## src/rtl/keycode_pkg.sv

```systemverilog
// Shared constants and FSM encoding for the keycode writer and its slot bank.
// Optional macro handled elsewhere: KEYCODE_ROLLOVER_ERR_EN.
package keycode_pkg;

  localparam int CODE_W = 8;

  localparam logic [CODE_W-1:0] KEY_NONE     = 8'h00;
  localparam logic [CODE_W-1:0] KEY_ROLLOVER = 8'h01;

  localparam logic [CODE_W-1:0] KEY_W = 8'h1A;
  localparam logic [CODE_W-1:0] KEY_A = 8'h04;
  localparam logic [CODE_W-1:0] KEY_S = 8'h16;
  localparam logic [CODE_W-1:0] KEY_D = 8'h07;

  typedef enum logic [1:0] {
    IDLE,
    SCAN,
    UPDATE
  } state_t;

endpackage

```

## src/rtl/keycode_if.sv

```systemverilog
// Keycode bus: event handshake from the key source plus the packed held-key report.
// The master drives events; the slave (keycode_writer) publishes the report.
import keycode_pkg::*;

interface keycode_if #(
  parameter int NUM_SLOTS = 4,
  parameter int CODE_W    = keycode_pkg::CODE_W
);

  localparam int CNT_W = $clog2(NUM_SLOTS + 1);

  logic                        ev_valid;
  logic                        ev_ready;
  logic                        ev_press;
  logic [CODE_W-1:0]           ev_code;
  logic [NUM_SLOTS*CODE_W-1:0] keycode;
  logic [CNT_W-1:0]            key_count;
  logic                        report_valid;
  logic                        dropped;

  modport master (
    output ev_valid, ev_press, ev_code,
    input  ev_ready, keycode, key_count, report_valid, dropped
  );

  modport slave (
    input  ev_valid, ev_press, ev_code,
    output ev_ready, keycode, key_count, report_valid, dropped
  );

endinterface

```

## src/rtl/keycode_slot_bank.sv

```systemverilog
// Ordered storage of held usage codes: indexed read, append at the tail and
// remove-with-shift-down so occupied slots stay contiguous from slot 0.
import keycode_pkg::*;

module keycode_slot_bank #(
  parameter int NUM_SLOTS = 4,
  parameter int CODE_W    = keycode_pkg::CODE_W,
  parameter int IDX_W     = (NUM_SLOTS > 1) ? $clog2(NUM_SLOTS) : 1,
  parameter int CNT_W     = $clog2(NUM_SLOTS + 1)
) (
  input  logic                        Clk,
  input  logic                        Reset,
  input  logic [IDX_W-1:0]            i_rd_idx,
  output logic [CODE_W-1:0]           o_rd_code,
  input  logic                        i_append,
  input  logic [CODE_W-1:0]           i_code,
  input  logic                        i_remove,
  input  logic [IDX_W-1:0]            i_rm_idx,
  output logic [CNT_W-1:0]            o_count,
  output logic [NUM_SLOTS*CODE_W-1:0] o_packed
);

  logic [CODE_W-1:0] r_slot  [NUM_SLOTS];
  logic [CODE_W-1:0] w_above [NUM_SLOTS];
  logic [CNT_W-1:0]  r_count;

  // w_above[i] is what slot i becomes when a key at or below it is removed.
  for (genvar g = 0; g < NUM_SLOTS; g++) begin : g_slot
    if (g < NUM_SLOTS - 1) begin : g_mid
      assign w_above[g] = r_slot[g+1];
    end else begin : g_top
      assign w_above[g] = KEY_NONE;
    end
    assign o_packed[g*CODE_W +: CODE_W] = r_slot[g];
  end

  always_ff @(posedge Clk) begin
    if (Reset) begin
      for (int i = 0; i < NUM_SLOTS; i++) r_slot[i] <= KEY_NONE;
      r_count <= '0;
    end else if (i_append) begin
      for (int i = 0; i < NUM_SLOTS; i++) begin
        if (CNT_W'(i) == r_count) r_slot[i] <= i_code;
      end
      r_count <= r_count + CNT_W'(1);
    end else if (i_remove) begin
      for (int i = 0; i < NUM_SLOTS; i++) begin
        if (IDX_W'(i) >= i_rm_idx) r_slot[i] <= w_above[i];
      end
      r_count <= r_count - CNT_W'(1);
    end
  end

  assign o_rd_code = r_slot[i_rd_idx];
  assign o_count   = r_count;

endmodule

```

## src/rtl/keycode_writer.sv

```systemverilog
// Turns single-key press/release events into a packed multi-key keycode word.
// Build option KEYCODE_ROLLOVER_ERR_EN: overflow shows ErrorRollOver in every slot.
import keycode_pkg::*;

module keycode_writer #(
  parameter int NUM_SLOTS = 4,
  parameter int CODE_W    = keycode_pkg::CODE_W
) (
  input  logic     Clk,
  input  logic     Reset,
  keycode_if.slave kb
);

  localparam int IDX_W = (NUM_SLOTS > 1) ? $clog2(NUM_SLOTS) : 1;
  localparam int CNT_W = $clog2(NUM_SLOTS + 1);

  state_t r_state;
  state_t w_next;

  logic                        r_press;
  logic [CODE_W-1:0]           r_code;
  logic [IDX_W-1:0]            r_scan_idx;
  logic                        r_hit;
  logic [IDX_W-1:0]            r_hit_idx;
  logic                        r_report;
  logic                        r_dropped;
  logic                        w_accept;
  logic                        w_append;
  logic                        w_remove;
  logic                        w_drop;
  logic                        w_is_none;
  logic [CODE_W-1:0]           w_rd_code;
  logic [CNT_W-1:0]            w_count;
  logic [NUM_SLOTS*CODE_W-1:0] w_packed;

  keycode_slot_bank #(
    .NUM_SLOTS (NUM_SLOTS),
    .CODE_W    (CODE_W),
    .IDX_W     (IDX_W),
    .CNT_W     (CNT_W)
  ) u_bank (
    .Clk       (Clk),
    .Reset     (Reset),
    .i_rd_idx  (r_scan_idx),
    .o_rd_code (w_rd_code),
    .i_append  (w_append),
    .i_code    (r_code),
    .i_remove  (w_remove),
    .i_rm_idx  (r_hit_idx),
    .o_count   (w_count),
    .o_packed  (w_packed)
  );

  assign w_accept  = kb.ev_valid && (r_state == IDLE);
  assign w_is_none = (r_code == KEY_NONE);

  always_ff @(posedge Clk) begin
    if (Reset) r_state <= IDLE;
    else       r_state <= w_next;
  end

  always_comb begin
    w_next   = r_state;
    w_append = 1'b0;
    w_remove = 1'b0;
    w_drop   = 1'b0;
    case (r_state)
      IDLE:   if (kb.ev_valid) w_next = SCAN;
      SCAN:   if (r_scan_idx == IDX_W'(NUM_SLOTS - 1)) w_next = UPDATE;
      UPDATE: begin
        w_next = IDLE;
        // A NONE code can never hit, so only the press paths need the guard.
        if (r_press && !r_hit && !w_is_none) begin
          if (w_count < CNT_W'(NUM_SLOTS)) w_append = 1'b1;
          else                             w_drop   = 1'b1;
        end
        if (!r_press && r_hit) w_remove = 1'b1;
      end
      default: w_next = IDLE;
    endcase
  end

  // Event holding register is pure data and needs no reset.
  always_ff @(posedge Clk) begin
    if (w_accept) begin
      r_press <= kb.ev_press;
      r_code  <= kb.ev_code;
    end
  end

`ifdef KEYCODE_ROLLOVER_ERR_EN
  logic r_phantom;
`endif

  always_ff @(posedge Clk) begin
    if (Reset) begin
      r_scan_idx <= '0;
      r_hit      <= 1'b0;
      r_hit_idx  <= '0;
      r_report   <= 1'b0;
      r_dropped  <= 1'b0;
`ifdef KEYCODE_ROLLOVER_ERR_EN
      r_phantom  <= 1'b0;
`endif
    end else begin
      r_report  <= w_append | w_remove;
      r_dropped <= w_drop;
`ifdef KEYCODE_ROLLOVER_ERR_EN
      if (w_drop && !r_phantom) begin
        r_phantom <= 1'b1;
        r_report  <= 1'b1;
      end
      if (w_remove) r_phantom <= 1'b0;
`endif
      if (w_accept) begin
        r_scan_idx <= '0;
        r_hit      <= 1'b0;
      end else if (r_state == SCAN) begin
        if ((CNT_W'(r_scan_idx) < w_count) && (w_rd_code == r_code)) begin
          r_hit     <= 1'b1;
          r_hit_idx <= r_scan_idx;
        end
        r_scan_idx <= r_scan_idx + IDX_W'(1);
      end
    end
  end

  assign kb.ev_ready     = (r_state == IDLE);
  assign kb.key_count    = w_count;
  assign kb.report_valid = r_report;
  assign kb.dropped      = r_dropped;

`ifdef KEYCODE_ROLLOVER_ERR_EN
  assign kb.keycode = r_phantom ? {NUM_SLOTS{KEY_ROLLOVER}} : w_packed;
`else
  assign kb.keycode = w_packed;
`endif

endmodule

```

## src/flat_wrapper.sv

```systemverilog
// flat-port wrapper written by rule: the top's interface ports become plain ports
module keycode_writer_flat 
#(
  parameter int NUM_SLOTS = 4,
  parameter int CODE_W    = keycode_pkg::CODE_W
)
  (Clk, Reset, kb_ev_valid, kb_ev_press, kb_ev_code, kb_ev_ready, kb_keycode, kb_key_count, kb_report_valid, kb_dropped);
  keycode_if #(.NUM_SLOTS(NUM_SLOTS), .CODE_W(CODE_W)) kb_i ();
  input  logic Clk;
  input  logic Reset;
  input wire logic [$bits(kb_i.ev_valid)-1:0] kb_ev_valid;
  input wire logic [$bits(kb_i.ev_press)-1:0] kb_ev_press;
  input wire logic [$bits(kb_i.ev_code)-1:0] kb_ev_code;
  output wire logic [$bits(kb_i.ev_ready)-1:0] kb_ev_ready;
  output wire logic [$bits(kb_i.keycode)-1:0] kb_keycode;
  output wire logic [$bits(kb_i.key_count)-1:0] kb_key_count;
  output wire logic [$bits(kb_i.report_valid)-1:0] kb_report_valid;
  output wire logic [$bits(kb_i.dropped)-1:0] kb_dropped;
  assign kb_i.ev_valid = kb_ev_valid;
  assign kb_i.ev_press = kb_ev_press;
  assign kb_i.ev_code = kb_ev_code;
  assign kb_ev_ready = kb_i.ev_ready;
  assign kb_keycode = kb_i.keycode;
  assign kb_key_count = kb_i.key_count;
  assign kb_report_valid = kb_i.report_valid;
  assign kb_dropped = kb_i.dropped;
  keycode_writer #(.NUM_SLOTS(NUM_SLOTS), .CODE_W(CODE_W)) u_core (.Clk(Clk), .Reset(Reset), .kb(kb_i));
endmodule
```

## config.mk

```make
export PLATFORM = sky130hd
export DESIGN_NAME = keycode_writer_flat
export DESIGN_NICKNAME = d
export VERILOG_FILES = /design/src/rtl/keycode_pkg.sv /design/src/rtl/keycode_if.sv /design/src/rtl/keycode_slot_bank.sv /design/src/rtl/keycode_writer.sv /design/src/flat_wrapper.sv
export SDC_FILE = /design/constraint.sdc
export NUM_CORES = 1
export LEC_CHECK = 0
export CAP_MARGIN = 25
export CORE_UTILIZATION = 45
export DETAILED_ROUTE_END_ITERATION = 10
export PLACE_DENSITY = 0.7
export SLEW_MARGIN = 15
export SYNTH_ARGS = -nofsm -noshare
export SYNTH_HDL_FRONTEND = slang
export SYNTH_SLANG_ARGS = --single-unit
```

## constraint.sdc

```tcl
create_clock -name Clk -period 5.58 [get_ports Clk]
set_input_delay 1.116 -clock Clk [delete_from_list [all_inputs] [get_ports Clk]]
set_output_delay 1.116 -clock Clk [all_outputs]
set_load 0.03 [all_outputs]
```

==> metrics <==
status=complete, no violations; total wire length=6466 um; sw frac=23.88%; Synth Area per Inst=10.89 sq um; Slowest-stage cell, CP=clkdlybuf4s50_1; final worst slack=2258 ps; post-DP HPWL=4864 um; synth cell count leaders=nand2_1 (51), edfxtp_1 (33), dfxtp_1 (22), nor2_1 (22), mux2i_1 (15); io pins=50; wire length per cell=17.34 um; Slew headroom=43.11%; post-CTS sizing=0; Rows=28; post-synth top area cell=edfxtp_1; Seq pwr share=57.5%; fmax=301.1 MHz; hold_buf cts=0; gr usage total=22.13%; Cells after DPL=365; Synth Net Count=272; share of cells above drive strength 1=5.705%; detailed router's first-iteration violation count=168; worst skew pair latency=310 ps; gp weighted congestion=0.8318; initial antenna violation count=0; port bufs=49; clock network power share=33.5%; period utilisation layout=59.53%; Sequential cell area=0.001431 sq mm; Area growth, synth to finish=23.30%; cell area after synthesis=0.002744 sq mm; Power Dens Cells=237.1 mW/mm^2; Initial DRT Pass Iterations=4; P_int=610.5 uW; CP required=5570 ps; sequential cell area fraction in the yosys report=52.17%; Routed Antenna Nets=0; Synth top area share=36.11%; CTS tree=done; ant diodes=0; Gate power share=9.1%; largest net degree at the start of global routing=25; DR vias=2,067; Worst Hold Class=reg2reg; TNS Setup=0 ps; number of synthesized register bits=55; clk slew on worst S/H paths=100 ps; crit path capture type=flop; CP Cell Sequence=clkdlybuf4s50_1 > or3_1 > nor2_2 > a211o_1; fillcell total=523; Root Driver=clkbuf_8; Top FF cell, synth=edfxtp_1; total gr overflow=0; DRC viols=0; worst-path fanout max=23; number of global-route vias before repair=1,991; # Max-Cap Violations=0; nets@finish=317; Multi-input gate area=0.001229 sq mm; Leak=0.001145 uW; Top delay family on crit path=simple AND/OR/NAND/NOR gates; clock sink total=55; CP max stage delay=770 ps; DR vias/cell=5.542; Final Non-Filler Cells=373; Worst IR Drop VDD=0.0001298 V; Tmin final=3322 ps; Syn. warnings=0; switching power summed over all nets=191.5 uW; Worst Max-Slew Pin Slew=849.6 ps; CTS HTree Levels=2; post-CTS setup buffer count=0; crit start category=input port; dpl ws=1937 ps; unrepaired setup endpoints after global routing=false; Die Ht=80.09 um; Die ar.=0.006414 sq mm; critical path arrival=3310 ps; synth top area cells=edfxtp_1 (36%), dfxtp_1 (16%), nand2_1 (7.0%); EDFF count, synth=33; first-pass GRT wire length=10,470 um; Max Slew Vio Count=0; Synth cell types=47; Post-synth ARST share=0%; CTS Buf Count=5; Die Wd=80.09 um; Gate Count Post-Synth=252; Post-Route Skew=6.770 ps; clk buf depth=2; Final Hold Fails=0; Setup CP Type=in2reg; top-count cell post-synth=nand2_1; initial cell density of the core=46.62%; Placeable Area=0.005886 sq mm; setup violators final=0; Buf+Inv Stages, Crit Path=1
## sequential cells by signal, indices dropped and copies added (netlist names), named ones only
name / count
u_core.u_bank.r_slot: 32
u_core.r_code: 8
u_core.u_bank.o_count: 3
u_core.r_hit_idx: 2
u_core.r_scan_idx: 2
u_core.r_state: 2
u_core.kb.dropped: 1
u_core.kb.report_valid: 1
u_core.r_hit: 1
u_core.r_press: 1
## area by class of cell
cell class              instances  share of cell area [%]
flip-flops and latches         55                   42.31
multi-input cells             179                   36.32
repair buffers                 49                   14.50
well taps                      75                   2.774
clock buffers                   5                   2.034
clock inverters                 3                   1.294
inverters                       7                  0.7766
## metal layers
metal  routed length (um)  vias up  track usage (%)
met3                  401        5            3.636
li1                     -      983                -
met5                    0        -                0
met1                 2889      997            29.60
met4                   53        0            4.821
met2                 3121       82            37.69
## cells in the final DEF (no fill, tap or decap), types with 2 or more instances in the layout
cell,Yosys,routed
mux4_2,3,3
mux2i_1,15,15
nand2b_1,9,9
mux4_1,3,3
xnor2_1,8,8
and2_1,3,3
a21oi_1,10,10
nor2_1,22,22
nand2_1,51,51
o21ai_0,3,3
o21ai_1,12,12
dfxtp_1,22,22
a221oi_1,2,2
nor4_1,2,2
ha_1,8,8
nor3_1,2,2
edfxtp_1,33,33
xor2_1,2,2
clkdlybuf4s50_1,0,49
nand4bb_1,2,2
clkbuf_8,0,5
inv_1,7,7
## per-stage QoR
step           total power (uW)  hold WS, ps  util, %  area [sq um]
2_1_floorplan             510.1        468.8        -          2744
3_3_place_gp              541.4        492.0    55.57          3271
3_5_place_dp              543.1        502.3    55.57          3271
4_1_cts                   804.8        518.0    57.48          3383
5_1_grt                   830.3        549.4    57.48          3383
6_report                  802.1        514.8    57.48          3383
## kinds of logic after synthesis
kind of cell | after synthesis | share of synthesized area [%]
adders and majority gates | 8 | 3.648
muxes | 21 | 10.81
and+or+nand+nor | 100 | 16.78
DFF | 55 | 52.17
AOI/OAI and AO/OA | 40 | 10.35
buffers and inverters | 18 | 3.055
xor gates and xnor gates | 10 | 3.192
## final timing paths
| check | startpoint | to | slack [ps] | cells past startpoint |
|---|---|---|---|---|
| worst max-delay path | Reset | u_core.u_bank.r_slot[0][0]$_DFFE_PP_ | 2260 | 4 |
| worst min-delay path | u_core.r_hit_idx[1]$_SDFFE_PP0P_ | u_core.r_hit_idx[1]$_SDFFE_PP0P_ | 510 | 2 |
| worst max register to register | u_core.r_code[1]$_DFFE_PP_ | u_core.u_bank.r_slot[2][4]$_DFFE_PP_ | 2970 | 4 |
| worst min register to register | u_core.r_hit_idx[1]$_SDFFE_PP0P_ | u_core.r_hit_idx[1]$_SDFFE_PP0P_ | 510 | 2 |
## worst reg2reg max path: stages (launching register included)
cell	delay, ps
edfxtp_1	560
nor4_1	150
a211oi_2	560
nand3b_1	430
o211ai_1	540
## power by group through the flow
stage               logic, uW  clock network (uW)  registers [uW]
floorplan                38.1                   0             472
global placement         72.3                   0             469
detailed placement       73.3                   0             470
CTS                      73.5                 271             460
global route             78.9                 289             462
finish                   72.8                 268             461
No activity file was read; power rests on OpenSTA's default activity.
